$ cat config.mk
export PLATFORM = sky130hd
export DESIGN_NAME = vgaram_arbiter
export DESIGN_NICKNAME = d
export VERILOG_FILES = /design/src/rtl/vgaram_arbiter.sv
export SDC_FILE = /design/constraint.sdc
export NUM_CORES = 1
export LEC_CHECK = 0
export CORE_MARGIN = 2
export CORE_UTILIZATION = 26
export CTS_CLUSTER_SIZE = 25
export DETAILED_ROUTE_END_ITERATION = 6
export PLACE_DENSITY_LB_ADDON = 0.2
export RECOVER_POWER = 100
export REMOVE_ABC_BUFFERS = 1
export SKIP_CTS_REPAIR_TIMING = 1
export SLEW_MARGIN = 20
export SYNTH_ARGS = -nofsm -noshare
export SYNTH_HDL_FRONTEND = slang
export SYNTH_SLANG_ARGS = --single-unit
$ cat constraint.sdc
create_clock -name i_clk -period 2.45 [get_ports i_clk]
set_input_delay 0.49 -clock i_clk [delete_from_list [all_inputs] [get_ports i_clk]]
set_output_delay 0.49 -clock i_clk [all_outputs]
set_load 0.01 [all_outputs]
$ cat src/rtl/vgaram_arbiter.sv
// Shared video/system RAM arbiter: VGA owns cycles it announced one cycle ahead,
// the CPU is granted remaining free cycles through a request/acknowledge handshake.
module vgaram_arbiter #(
  parameter int ADDR_WIDTH = 16,
  parameter int DATA_WIDTH = 8
) (
  input  logic                  i_clk,
  input  logic                  i_reset_n,
  input  logic                  i_vga_access,
  input  logic                  i_vga_cs,
  input  logic [ADDR_WIDTH-1:0] i_vga_addr,
  output logic [DATA_WIDTH-1:0] o_vga_dat,
  input  logic                  i_cpu_cs,
  input  logic                  i_cpu_we,
  input  logic [ADDR_WIDTH-1:0] i_cpu_addr,
  input  logic [DATA_WIDTH-1:0] i_cpu_dat,
  output logic [DATA_WIDTH-1:0] o_cpu_dat,
  output logic                  o_cpu_ack,
  output logic                  o_cpu_wait,
  output logic [ADDR_WIDTH-1:0] o_ram_addr,
  output logic [DATA_WIDTH-1:0] o_ram_dat,
  input  logic [DATA_WIDTH-1:0] i_ram_dat,
  output logic                  o_ram_cs,
  output logic                  o_ram_we,
  output logic                  o_vga_collision
);

  typedef enum logic {
    S_IDLE,
    S_ACK
  } state_t;

  state_t state;
  logic   r_vga_own;
  logic   vga_active;
  logic   cpu_grant;

  // An unannounced VGA select still takes the cycle; it is only flagged.
  assign vga_active = r_vga_own | i_vga_cs;
  assign cpu_grant  = (state == S_IDLE) && i_cpu_cs && !vga_active;
  assign o_cpu_wait = (state == S_IDLE) && i_cpu_cs && vga_active;
  assign o_vga_dat  = i_ram_dat;

  always_comb begin
    o_ram_addr = '0;
    o_ram_dat  = '0;
    o_ram_cs   = 1'b0;
    o_ram_we   = 1'b0;
    if (vga_active) begin
      o_ram_addr = i_vga_addr;
      o_ram_cs   = i_vga_cs;
    end else if (cpu_grant) begin
      o_ram_addr = i_cpu_addr;
      o_ram_dat  = i_cpu_dat;
      o_ram_cs   = 1'b1;
      o_ram_we   = i_cpu_we;
    end
    // Keep RAM quiet while reset is held so no stray write lands.
    if (!i_reset_n) begin
      o_ram_cs = 1'b0;
      o_ram_we = 1'b0;
    end
  end

  always_ff @(posedge i_clk) begin
    if (!i_reset_n) begin
      state           <= S_IDLE;
      o_cpu_ack       <= 1'b0;
      o_cpu_dat       <= '0;
      r_vga_own       <= 1'b0;
      o_vga_collision <= 1'b0;
    end else begin
      r_vga_own <= i_vga_access;
      if (i_vga_cs && !r_vga_own) begin
        o_vga_collision <= 1'b1;
      end
      case (state)
        S_IDLE: begin
          o_cpu_ack <= 1'b0;
          if (cpu_grant) begin
            o_cpu_ack <= 1'b1;
            if (!i_cpu_we) begin
              o_cpu_dat <= i_ram_dat;
            end
            state <= S_ACK;
          end
        end
        S_ACK: begin
          o_cpu_ack <= 1'b0;
          state     <= S_IDLE;
        end
      endcase
    end
  end

endmodule

# Word level (Yosys, flattened, before mapping)
# Index checks and enable logic that the tools add are counted.
# W data, S select, Z words.
[word_totals] ff_bits=11 output_inout_bits=45 elab_cells=25
[op_classes] mux=11 bitwise_logic=3 n_reduce_logical=7
[op_table] op="$mux W16" n=2
[op_table] op="$mux W8" n=2
[op_table] op="$mux W1" n=6
[op_table] op="$logic_and A1 B1 Y1" n=4
[op_table] op="$reduce_and A3 Y1" n=1
[op_table] op="$logic_not A1 Y1" n=2
[op_table] op="$not A1 Y1" n=2
[op_table] op="$pmux W1 S2" n=1
[op_table] op="$or A1 B1 Y1" n=1

# Longest topological paths before layout
# Gate-level depths: netlist of run 1.
[logic_depth] word_depth=6 ltp_mapped=4 mapped_depth_nobuf=3

# Worst setup path after synthesis of run 1
# OpenSTA, ideal clock, no wires.
[synth_timing] path_kind="input-to-output" start="in i_vga_cs" end="out o_ram_addr[10]" arrival_ps=1337 required_time_ps=1960 setup_slack_ps=623 cell_stages=3 n_path_buf=1 cell_sequence="nor4b_4 -> buf_2 -> a22o_1"
[synth_between] elab_chain_cells=5
[synth_rtl] element="from (decl)" line_no="10" source="input logic i_vga_cs,"
[synth_rtl] element="$or A1 B1 Y1 (*)" line_no="39" source="assign vga_active = r_vga_own | i_vga_cs;"
[synth_rtl] element="$logic_not A1 Y1" line_no="40" source="assign cpu_grant = (state == S_IDLE) && i_cpu_cs && !vga_active;"
[synth_rtl] element="$logic_and A1 B1 Y1" line_no="40"
[synth_rtl] element="$mux W16" line_no="52" source="end else if (cpu_grant) begin"
[synth_rtl] element="$mux W16 (*)" line_no="49" source="if (vga_active) begin"
[synth_rtl] element="to (decl)" line_no="20" source="output logic [ADDR_WIDTH-1:0] o_ram_addr,"
# Every way passes the cells marked *; elsewhere a longest branch is shown, timed or not.

# Final worst setup path of run 1
[layout_timing] start="in i_cpu_cs" end="out o_ram_addr[3]"
[layout_between] elab_chain_cells=4
[layout_rtl] element="from (decl)" line_no="13" source="input logic i_cpu_cs,"
[layout_rtl] element="$logic_and A1 B1 Y1 (2 in a row)" line_no="40"
[layout_rtl] element="$mux W16" line_no="52"
[layout_rtl] element="$mux W16" line_no="49"
# No other way between the ends.

==> results of run 1 <==
==> flip-flops by register name (all words and copies together), names as in the netlist <==
name,count
o_cpu_dat,8
state,1
o_vga_collision,1
r_vga_own,1
==> cell usage in the layout, fill, tap and decap left out, drive strengths merged <==
master / Yosys / final
clkdlybuf4s50: 0 / 60
and3: 1 / 1
nand2: 16 / 16
a22o: 16 / 16
nor4b: 1 / 1
and3b: 1 / 1
dlygate4sd3: 0 / 11
o21a: 2 / 2
dlymetal6s2s: 0 / 26
and2: 10 / 10
nor2b: 1 / 1
buf: 12 / 5
or2: 1 / 1
and2b: 1 / 1
mux2i: 8 / 8
dfxtp: 11 / 11
clkbuf: 3 / 8
==> cell type report <==
cell class,count,area share
sequential,11,0.121
multi-input combinational,58,0.231
clock buffer,4,0.0145
timing repair buffer,106,0.613
tap,31,0.0213
==> per-layer routing <==
metal  vias to the layer above  global-route usage  part of all wire
li1                        478                   -                 -
met1                       457               0.187              0.39
met2                        68               0.315              0.50
met3                         4              0.0340             0.097
met4                         0              0.0299            0.0076
met5                         -                   0                 0
==> through the flow <==
step / hold slack (ns) / worst slack [ns]
global placement: 0.442 / -0.235
finish: 0.452 / 0.0725
floorplan: 0.479 / 0.437
global route: 0.472 / 0.0245
detailed placement: 0.453 / -0.263
CTS: 0.464 / -0.267
==> critical path: cells and delay by family <==
kind            cells  cell delay, ns
simple gates        1            0.20
buf+inv             4            1.04
compound gates      1            0.15
==> worst min path at each step <==
| stage | startpoint | to | slack, ns | cells after the start |
|---|---|---|---|---|
| after floorplan | o_cpu_dat[0]$_SDFFE_PN0P_ | o_cpu_dat[0]$_SDFFE_PN0P_ | 0.48 | 2 |
| after global placement | o_cpu_dat[1]$_SDFFE_PN0P_ | o_cpu_dat[1]$_SDFFE_PN0P_ | 0.44 | 2 |
| after detailed placement | o_cpu_dat[1]$_SDFFE_PN0P_ | o_cpu_dat[1]$_SDFFE_PN0P_ | 0.45 | 2 |
| after CTS | o_cpu_dat[6]$_SDFFE_PN0P_ | o_cpu_dat[6]$_SDFFE_PN0P_ | 0.46 | 2 |
| after global routing | o_cpu_dat[3]$_SDFFE_PN0P_ | o_cpu_dat[3]$_SDFFE_PN0P_ | 0.47 | 2 |
| final | o_cpu_dat[6]$_SDFFE_PN0P_ | o_cpu_dat[6]$_SDFFE_PN0P_ | 0.45 | 2 |
==> power by group <==
| part | internal, W | switching [W] | leakage (nW) | total [W] |
|---|---|---|---|---|
| logic | 0.000172 | 0.0000838 | 0.955 | 0.000255 |
| registers | 0.000185 | 0.00000411 | 0.0897 | 0.000190 |
| clock network | 0.0000629 | 0.0000570 | 0.0150 | 0.000120 |
| total | 0.000420 | 0.000145 | 1.06 | 0.000565 |
==> cell families after synthesis <==
logic type / count (synthesis)
and+or+nand+nor: 32
AOI/OAI and AO/OA: 18
buffers and inverters: 15
muxes: 8
DFF: 11
==> PnR_summary.wiki, run 1 <==
{| class="wikitable"
! Metric !! Value
|-
| Vias post-DR || between 1000 and 1500
|-
| Overall Power || 0.000565 W
|-
| Detailed Route Iter0 Violations || 80
|-
| Depth of the worst register-to-register path || 5
|-
| Multiplexer share of the synthesized area || 0.109
|-
| Max cap viols || 0
|-
| Final design utilization || 0.671
|-
| Warnings from Yosys || 0
|-
| Data required time at the worst endpoint || 1.96 ns
|-
| Largest stage delay on the critical path || 0.48 ns
|-
| Share of final-layout standard cells stronger than drive strength 1 || 0.0670
|-
| Arrival time reported for the critical path endpoint || approximately 1.9 ns
|-
| RSZ-0062 raised after global routing || no
|-
| Sequential fraction of the synthesis area || 0.300
|-
| Clock H-tree levels || 1
|-
| End of the worst register-to-register path || o_cpu_dat[2]$_SDFFE_PN0P_
|-
| I/O Pins || about 100
|-
| Proportion of netlist area held by the largest area contributor || 0.300
|-
| Combined flip-flop and latch cell area || 220 um2
|-
| Post-Synth Adder-Cell Area || 0
|-
| Clk Latency, worst-skew pair || 0.26 ns
|-
| Clock Sinks || 11
|-
| Worst-Margin Slew || 0.426 ns
|-
| Share of the cycle needed by the critical path after routing || 0.970
|-
| Post-place instance area || roughly 1700 um2
|-
| Vertical die dimension || 57.2 um
|-
| Vias in the first global route || approximately 950
|-
| Antenna violations before repair || 0
|-
| HPWL reported at the end of detailed placement || 2350 um
|-
| Area of combinational cells with multiple inputs || approximately 420 um2
|-
| Worst Setup Start Kind || input pin
|-
| Via count normalized by instance count || 4.80
|-
| Synthesized cell area || 734 um2
|-
| Initial core utilization || 0.271
|-
| Cell count after synthesis || 84
|-
| Leading cell types by total area after synthesis || dfxtp_1 30%, a22o_1 19%, mux2i_1 11%
|-
| Type of the worst setup path || in -> out
|-
| Detailed-route wire length || 3020 um
|-
| Number of filler cells placed in the layout || 228
|-
| Buffer cell driving the clock tree root || clkbuf_4
|-
| Nets || around 230
|-
| Area fraction in compound gates after synthesis || 0.211
|-
| CTS tree || done
|-
| CTS buffer count || 3
|-
| Number of register bits inferred by synthesis || 11
|-
| First-pass GRT wire length || 4270 um
|-
| Last weighted congestion value of the routability-driven placer || roughly 0.76
|-
| Cell with the largest stage delay on the worst path || clkdlybuf4s50_1
|-
| Power density cells || 311 nW/um2
|-
| Max-slew violations || 0
|-
| Worst slew margin relative to its limit || 0.716
|-
| Dominant combinational cell family by area after synthesis || simple AND/OR/NAND/NOR gates
|-
| Cells after DPL || a little over 200
|-
| GRT Total Usage || 0.164
|-
| Mean Syn Cell Area || 8.74 um2
|-
| CTS clock-pin slew for the worst setup and hold paths || 0.07 ns
|-
| Share of synthesized flip-flops with an asynchronous set or reset || 0
|-
| Run status || complete, no violations
|-
| Capturing instance or port of the critical path || o_ram_addr[3]
|-
| Predominant post-synthesis flop cell || dfxtp_1
|-
| Number of iterations in the first detailed-routing pass || 4
|-
| Start point of the critical path || i_cpu_cs
|-
| Maximum operating frequency || approximately 420 MHz
|-
| Endpoint class of the critical path || primary output
|-
| Internal reg-to-reg setup slack || a little under 0.9 ns
|-
| Number of enable-type register cells in the synthesized netlist || 0
|-
| Area fraction in and, or, nand and nor cells after synthesis || 0.247
|-
| Width of the die || 57.2 um
|-
| Final Non-Filler Cells || 210
|-
| Min Clock Period, post-route || between 2 and 2.5 ns
|-
| Quantity of I/O buffers inserted on ports || a little under 100
|-
| Critical register-to-register path startpoint || state$_SDFF_PP0_
|-
| Area Overhead vs Synth || 148%
|-
| Post-synthesis share of cell area spent on xor and xnor gates || 0
|-
| Maximum vdd drop || about 400 uV
|-
| Sum of negative setup slack || 0 ns
|-
| Number of library cell types mapped by synthesis || 16
|-
| Total gr overflow || 0
|-
| Critical-path cell list || clkdlybuf4s50_1 -> nor4b_4 -> buf_4 -> clkbuf_4 -> a22o_1 -> dlymetal6s2s_1
|-
| Final number of hold-violating endpoints || 0
|-
| Synth top cells by count || 16 x a22o_1, 16 x nand2_1, 11 x dfxtp_1
|-
| Final number of setup-violating endpoints || 0
|-
| Skew final || 0.00619 ns
|-
| Maximum number of buffers from clock root to sink || 2
|-
| Maximum number of pins on one net before global-route repair || 26
|-
| Leakage power summed over all cells || 1.06 nW
|-
| Post-route DRC || 0
|-
| Maximum fanout along the worst path || 13
|-
| ANT cells || 0
|-
| Count of antenna-violating nets left after detailed routing || 0
|-
| Area of the die || around 3300 um2
|-
| Placeable core region || 2710 um2
|-
| Detail-routed net length per standard cell || 14.4 um
|-
| Count of standard-cell rows || 19
|-
| Top cell type by total area after synthesis || dfxtp_1
|-
| Area of all placed cells without fillers || 1820 um2
|-
| Class of the most critical hold timing path || reg -> reg
|}
Note: power is estimated with default switching activity, not from simulation.
==> run 2, diff against run 1 <==
--- a/config.mk
+++ b/config.mk
@@ -5,10 +5,12 @@
 export SDC_FILE = /design/constraint.sdc
 export NUM_CORES = 1
 export LEC_CHECK = 0
+export ABC_AREA = 1
 export CORE_MARGIN = 2
-export CORE_UTILIZATION = 26
+export CORE_UTILIZATION = 31
 export CTS_CLUSTER_SIZE = 25
 export DETAILED_ROUTE_END_ITERATION = 6
+export HOLD_SLACK_MARGIN = 0.15
 export PLACE_DENSITY_LB_ADDON = 0.2
 export RECOVER_POWER = 100
 export REMOVE_ABC_BUFFERS = 1
==> run 2 against run 1 <==
  * Critical path depth decreased by 1
  * Flip-flop and latch count stayed put
  * Worst setup slack improved by 0.0098 ns
  * Combinational power up 10%
  * Total power grew 7.1%
  * Critical endpoint is now o_cpu_wait
  * Highest routed layer unchanged
  * Die area grew 9.6%
  * Synthesized cell count up 96%
==> PnR_summary.wiki, run 2 <==
{| class="wikitable"
! Metric !! Value
|-
| Met3 GRT Util || 0.0433
|-
| Top cell type by total area after synthesis || dfxtp_1
|-
| Worst-case setup slack after placement || -0.127 ns
|-
| GRT Total Usage || 0.180
|-
| Sequential fraction of the synthesis area || 0.228
|-
| Max cap viols || 0
|-
| Last weighted congestion value of the routability-driven placer || 0.729
|-
| Clock Sinks || 11
|-
| Crit-path most repeated cell || clkdlybuf4s50_1
|-
| Type of the worst setup path || in -> out
|-
| Antenna violations before repair || 0
|-
| Maximum number of buffers from clock root to sink || 2
|-
| Share of final-layout standard cells stronger than drive strength 1 || 0.0690
|-
| Met2 usage in global routing || 0.303
|-
| I/O Pins || 99
|-
| Largest register FFs || 8
|-
| Buffer cell driving the clock tree root || clkbuf_4
|-
| Maximum fanout along the worst path || 2
|-
| HPWL reported at the end of detailed placement || 2590 um
|-
| Class of the most critical hold timing path || reg -> reg
|-
| RSZ-0062 raised after global routing || no
|-
| Power density cells || between 300 and 400 nW/um2
|-
| Run status || complete, no violations
|-
| Vertical die dimension || 59.8 um
|-
| Number of library cell types mapped by synthesis || 18
|-
| Count of standard-cell rows || 20
|-
| Smallest setup slack after layout || 0.0823 ns
|-
| Via count normalized by instance count || 4.53
|-
| Largest reg by FF count || o_cpu_dat
|-
| CTS buffer count || 3
|-
| Count of antenna-violating nets left after detailed routing || 0
|-
| ANT cells || 0
|-
| CTS tree || done
|-
| Maximum operating frequency || approximately 420 MHz
|-
| Final number of hold-violating endpoints || 0
|-
| Detailed Route Iter0 Violations || 39
|-
| Maximum vdd drop || 129 uV
|-
| Cell count after synthesis || 165
|-
| Share of the cycle needed by the critical path after routing || 0.966
|-
| Largest stage delay on the critical path || roughly 0.57 ns
|-
| Final Non-Filler Cells || slightly below 300
|-
| Number of iterations in the first detailed-routing pass || 4
|-
| First-pass GRT wire length || a little under 5000 um
|-
| Number of filler cells placed in the layout || 294
|-
| Area of the die || 3580 um2
|-
| Synthesized cell area || 966 um2
|-
| Proportion of netlist area held by the largest area contributor || 0.228
|-
| Worst Setup Start Kind || input pin
|-
| Most utilized layer in the global route result || met2
|-
| Leading cell types by total area after synthesis || dfxtp_1 23%, nand2_1 14%, inv_1 13%
|-
| CTS clock-pin slew for the worst setup and hold paths || 0.07 ns
|-
| Maximum number of pins on one net before global-route repair || 18
|-
| Detail-routed net length per standard cell || roughly 11 um
|-
| Worst-Margin Slew || ~0.41 ns
|-
| Most frequent cells in the layout || 52 x clkdlybuf4s50_1, 36 x nand2_1, 34 x inv_1
|-
| Cells after DPL || 290
|-
| Mean Syn Cell Area || 5.85 um2
|-
| Synth top cells by count || 36 x nand2_1, 34 x inv_1, 18 x o21ai_0
|-
| Arrival time reported for the critical path endpoint || ~1.9 ns
|-
| Global routing met1 resource utilization || 0.214
|-
| Combined flip-flop and latch cell area || 220 um2
|-
| Critical-path cell list || clkdlybuf4s50_1 -> inv_2 -> clkbuf_4 -> nor3_1 -> clkdlybuf4s50_1
|-
| Predominant post-synthesis flop cell || dfxtp_1
|-
| Number of enable-type register cells in the synthesized netlist || 0
|-
| Cell with the largest stage delay on the worst path || clkdlybuf4s50_1
|-
| Dominant cell by count in the synthesized netlist || nand2_1
|-
| Max-slew violations || 0
|-
| Post-route DRC || 0
|-
| Commonest non-fill, non-tap cell in the layout || clkdlybuf4s50_1
|-
| Area Overhead vs Synth || 101%
|-
| Final number of setup-violating endpoints || 0
|-
| Clk Latency, worst-skew pair || about 0.28 ns
|-
| Data required time at the worst endpoint || 1.96 ns
|-
| Width of the die || 59.8 um
|-
| Skew final || 0.00964 ns
|-
| Worst slew margin relative to its limit || 0.725
|-
| Vias post-DR || 1332
|-
| Number of register bits inferred by synthesis || 11
|-
| Share of synthesized flip-flops with an asynchronous set or reset || 0
|-
| Vias in the first global route || around 1200
|-
| Area of combinational cells with multiple inputs || 470 um2
|-
| Initial core utilization || 0.322
|-
| Endpoint class of the critical path || primary output
|-
| Leakage power summed over all cells || 1.11 nW
|-
| Quantity of I/O buffers inserted on ports || 98
|-
| Warnings from Yosys || 0
|-
| Min Clock Period, post-route || 2.37 ns
|-
| Nets || 316
|-
| Clock H-tree levels || 1
|-
| Placeable core region || 3000 um2
|-
| Detailed-route wire length || 3300 um
|-
| Total gr overflow || 0
|}
run 2: changes by cell type in the layout (fill, tap and decap cells not counted), moves of 9 or more:
cell,change
nand3_1,+17
and2_1,-9
dlymetal6s2s_1,-10
o21ai_0,+18
nor2_1,+17
inv_1,+34
nand2_1,+20
a22o_1,-16
run 2: final cells by class:
class | count | area share
clock inverters | 1 | 0.00258
inverters | 36 | 0.0697
clock buffers | 3 | 0.0116
multi-input cells | 100 | 0.243
well taps | 33 | 0.0213
repair buffers | 110 | 0.539
flip-flops and latches | 11 | 0.114
run 2: per-layer routing:
| metal | part of all wire | wire [um] |
|---|---|---|
| met3 | 0.080 | 263 |
| met1 | 0.41 | 1360 |
| met4 | 0.018 | 60 |
| met2 | 0.49 | 1610 |
| met5 | 0 | 0 |
run 2: where the power goes:
part	switching, W	internal [W]	total [W]
Combinational	0.000118	0.000164	0.000281
Clock	0.0000697	0.0000606	0.000130
Sequential	0.00000522	0.000188	0.000193
Total	0.000193	0.000413	0.000605
run 2: worst paths after layout:
kind	from	endpoint	slack [ns]	cells after the start
max	i_cpu_cs	o_cpu_wait	0.08	5
min	o_vga_collision$_SDFFE_PN0P_	o_vga_collision$_SDFFE_PN0P_	0.46	2
max reg2reg	state$_SDFF_PP0_	o_cpu_dat[7]$_SDFFE_PN0P_	0.94	6
min reg2reg	o_vga_collision$_SDFFE_PN0P_	o_vga_collision$_SDFFE_PN0P_	0.46	2
run 2: cell families (layout without fill, tap and decap cells):
group / after synthesis / count (layout) / synth area share
compound gates: 18 / 18 / 0.0933
flops: 11 / 11 / 0.228
buf+inv: 54 / 150 / 0.272
simple gates: 82 / 82 / 0.407
run 2: worst max-delay path, delay by kind of cell:
family	cells	cell delay (ns)
simple gates	1	0.17
buf+inv	4	1.21
run 2: per-stage QoR:
stage	TNS [ns]	hold slack [ns]	util	power (W)	instance area, um2
2_1_floorplan	0	0.483	-	0.000290	838
3_3_place_gp	-1.59	0.439	0.650	0.000504	1950
3_5_place_dp	-1.85	0.448	0.650	0.000505	1950
4_1_cts	-2.01	0.465	0.659	0.000636	1980
5_1_grt	0	0.521	0.646	0.000643	1940
6_report	0	0.455	0.646	0.000605	1940
==> run 3, diff against run 2 <==
--- a/config.mk
+++ b/config.mk
@@ -10,6 +10,7 @@
 export CORE_UTILIZATION = 31
 export CTS_CLUSTER_SIZE = 25
 export DETAILED_ROUTE_END_ITERATION = 6
+export GPL_TIMING_DRIVEN = 1
 export HOLD_SLACK_MARGIN = 0.15
 export PLACE_DENSITY_LB_ADDON = 0.2
 export RECOVER_POWER = 100
==> results of run 3 <==
The final DEF is identical to that of run 2; final timing and power are the same.
==> RTL edit, RTL diff (flow settings as in run 2) <==
`DATA_WIDTH`: 8 -> 10.
--- a/src/rtl/vgaram_arbiter.sv
+++ b/src/rtl/vgaram_arbiter.sv
@@ -2,7 +2,7 @@
 // the CPU is granted remaining free cycles through a request/acknowledge handshake.
 module vgaram_arbiter #(
   parameter int ADDR_WIDTH = 16,
-  parameter int DATA_WIDTH = 8
+  parameter int DATA_WIDTH = 10
 ) (
   input  logic                  i_clk,
   input  logic                  i_reset_n,
Interface: changed (5 resized); port bits go from 99 to 109. The function was not compared with the original's and may differ.
==> RTL edit against run 2 <==
Setup slack better by 0.11 ns. Critical path type unchanged. Combinational power grew 11%. Via count increased by 8.6%. Sequential cell count up 2. Cell area is 13% higher. Area after synthesis increased by 9.8%. Power increased by 12%. Clock power rose by 6%. Wire length up 14%. Global-route usage is 1.3 points higher.
==> RTL edit: results (changes against run 2) <==
[pwr]
power.total_w=0.0006777  ; +12%
ir_worst_vdd_mv=0.1326  ; +2.6%
power_frac_seq_pct=33.6  ; +1.7 points
leakage_nw=1.304  ; +18%
switching_share_pct=31.41  ; -0.41 points

[finish]
nonClkBufAreaFrac_pct=53.54  ; -0.33 points
clk_share_pct=1.257  ; -0.16 points
multi_input_area_share_pct=23.14  ; -1.1 points
nets=350  ; +11%
fillCellCount=344  ; +17%
final_util_pct=66.14  ; +1.6 points
top_register=o_cpu_dat
seq_area_share_pct=11.89  ; +0.53 points
largest_reg_flops=10  ; +2
inverters=44  ; +22%
signal_buffers=120  ; +9.1%
comb.multi_input.count=110  ; +10%
drive_gt1_share_pct=6.186  ; -0.71 points

[placed_design]
port_buffers=108  ; +10%
routabilityCongestion=0.7629  ; +4.7%
place_inst=333  ; +15%
place_area_um2=2176  ; +12%
place_hpwl_um=3063  ; +18%
pre_cts_ws_ns=-0.1151  ; +0.01165 ns

[die]
dieArea_um2=3907  ; +9.2%

[synthesis]
yosysUniqueCellTypes=17  ; -1
yosysSeqAreaShare_pct=24.53  ; +1.7 points
synth.area.top_cells=dfxtp_1, inv_1, nand2_1, o21ai_0, nand3_1
syn_inst=187  ; +13%
synthTopCellsByCount=inv_1, nand2_1, nor2_1
synth-seq-cells=13  ; +2

[critical_path]
critPathArrivalTime_ns=1.77  ; -0.11 ns
crit_path_end=o_ram_addr[5]
r2r_end=o_cpu_dat[4]
ff2ff_path_depth=7  ; +1
reg2reg_setup_slack_ns=0.87  ; -0.07 ns
startpoint=i_cpu_cs
cp_max_fo=9  ; +7

[clock_network]
cts_root_buf=clkbuf_4
clk_pin_slew_ns=0.10  ; +0.03 ns

[routing]
wl_met3_um=427  ; +62%
wl_met1_um=1437  ; +5.8%
met2_length_um=1828  ; +13%
viasPerCell=4.294  ; -5.2%
drtIter0Drc=44  ; +13%
vias=1447  ; +8.6%
routedWlPerCell_um=11.20  ; -0.14%

[grt]
grt_util_met1_pct=21.45  ; +0.098 points
grtUsageMet3_pct=8.108  ; +3.8 points
first_global_vias=1387  ; +13%
antenna_found_initial=0  ; unchanged
groute.layer.met2.usage_pct=32.53  ; +2.2 points
gr-usage-all-layers_pct=19.36  ; +1.3 points
grt_pass1_wl_um=6196  ; +26%
grt_max_degree=22  ; +4

[timing]
clock_skew_ns=0.009885  ; +0.0002493 ns
whs_ns=0.4580  ; +0.002635 ns
slew_headroom_pct=73.61  ; +1.1 points

[status]
status=completed

RTL edit: cell types whose count changed in the layout (fill, tap and decap cells not counted), sizes merged, moves of 2 or more:
cell / run 2 / this run
clkdlybuf4s25: 2 / 0
buf: 8 / 12
dlymetal6s2s: 16 / 11
nor2: 19 / 23
nand4: 8 / 10
clkbuf: 16 / 13
dlygate4sd3: 19 / 24
nand2: 36 / 40
dfxtp: 11 / 13
inv: 35 / 44
dlymetal6s4s: 0 / 8
clkdlybuf4s50: 52 / 55
RTL edit: logic make-up after synthesis:
kind of cell           count (synthesis)  share of synthesized area [%]
buffers and inverters                 64                          27.48
AO/OA/AOI/OAI                         18                          8.491
AND/OR/NAND/NOR                       92                          39.51
flip-flops                            13                          24.53
RTL edit: worst max-delay path, stage by stage:
cell and delay, ns:
dlygate4sd3_1 0.52, inv_1 0.07, nor2_4 0.16, buf_6 0.16, nand3_1 0.07, nand2_1 0.06
dlymetal6s4s_1 0.23
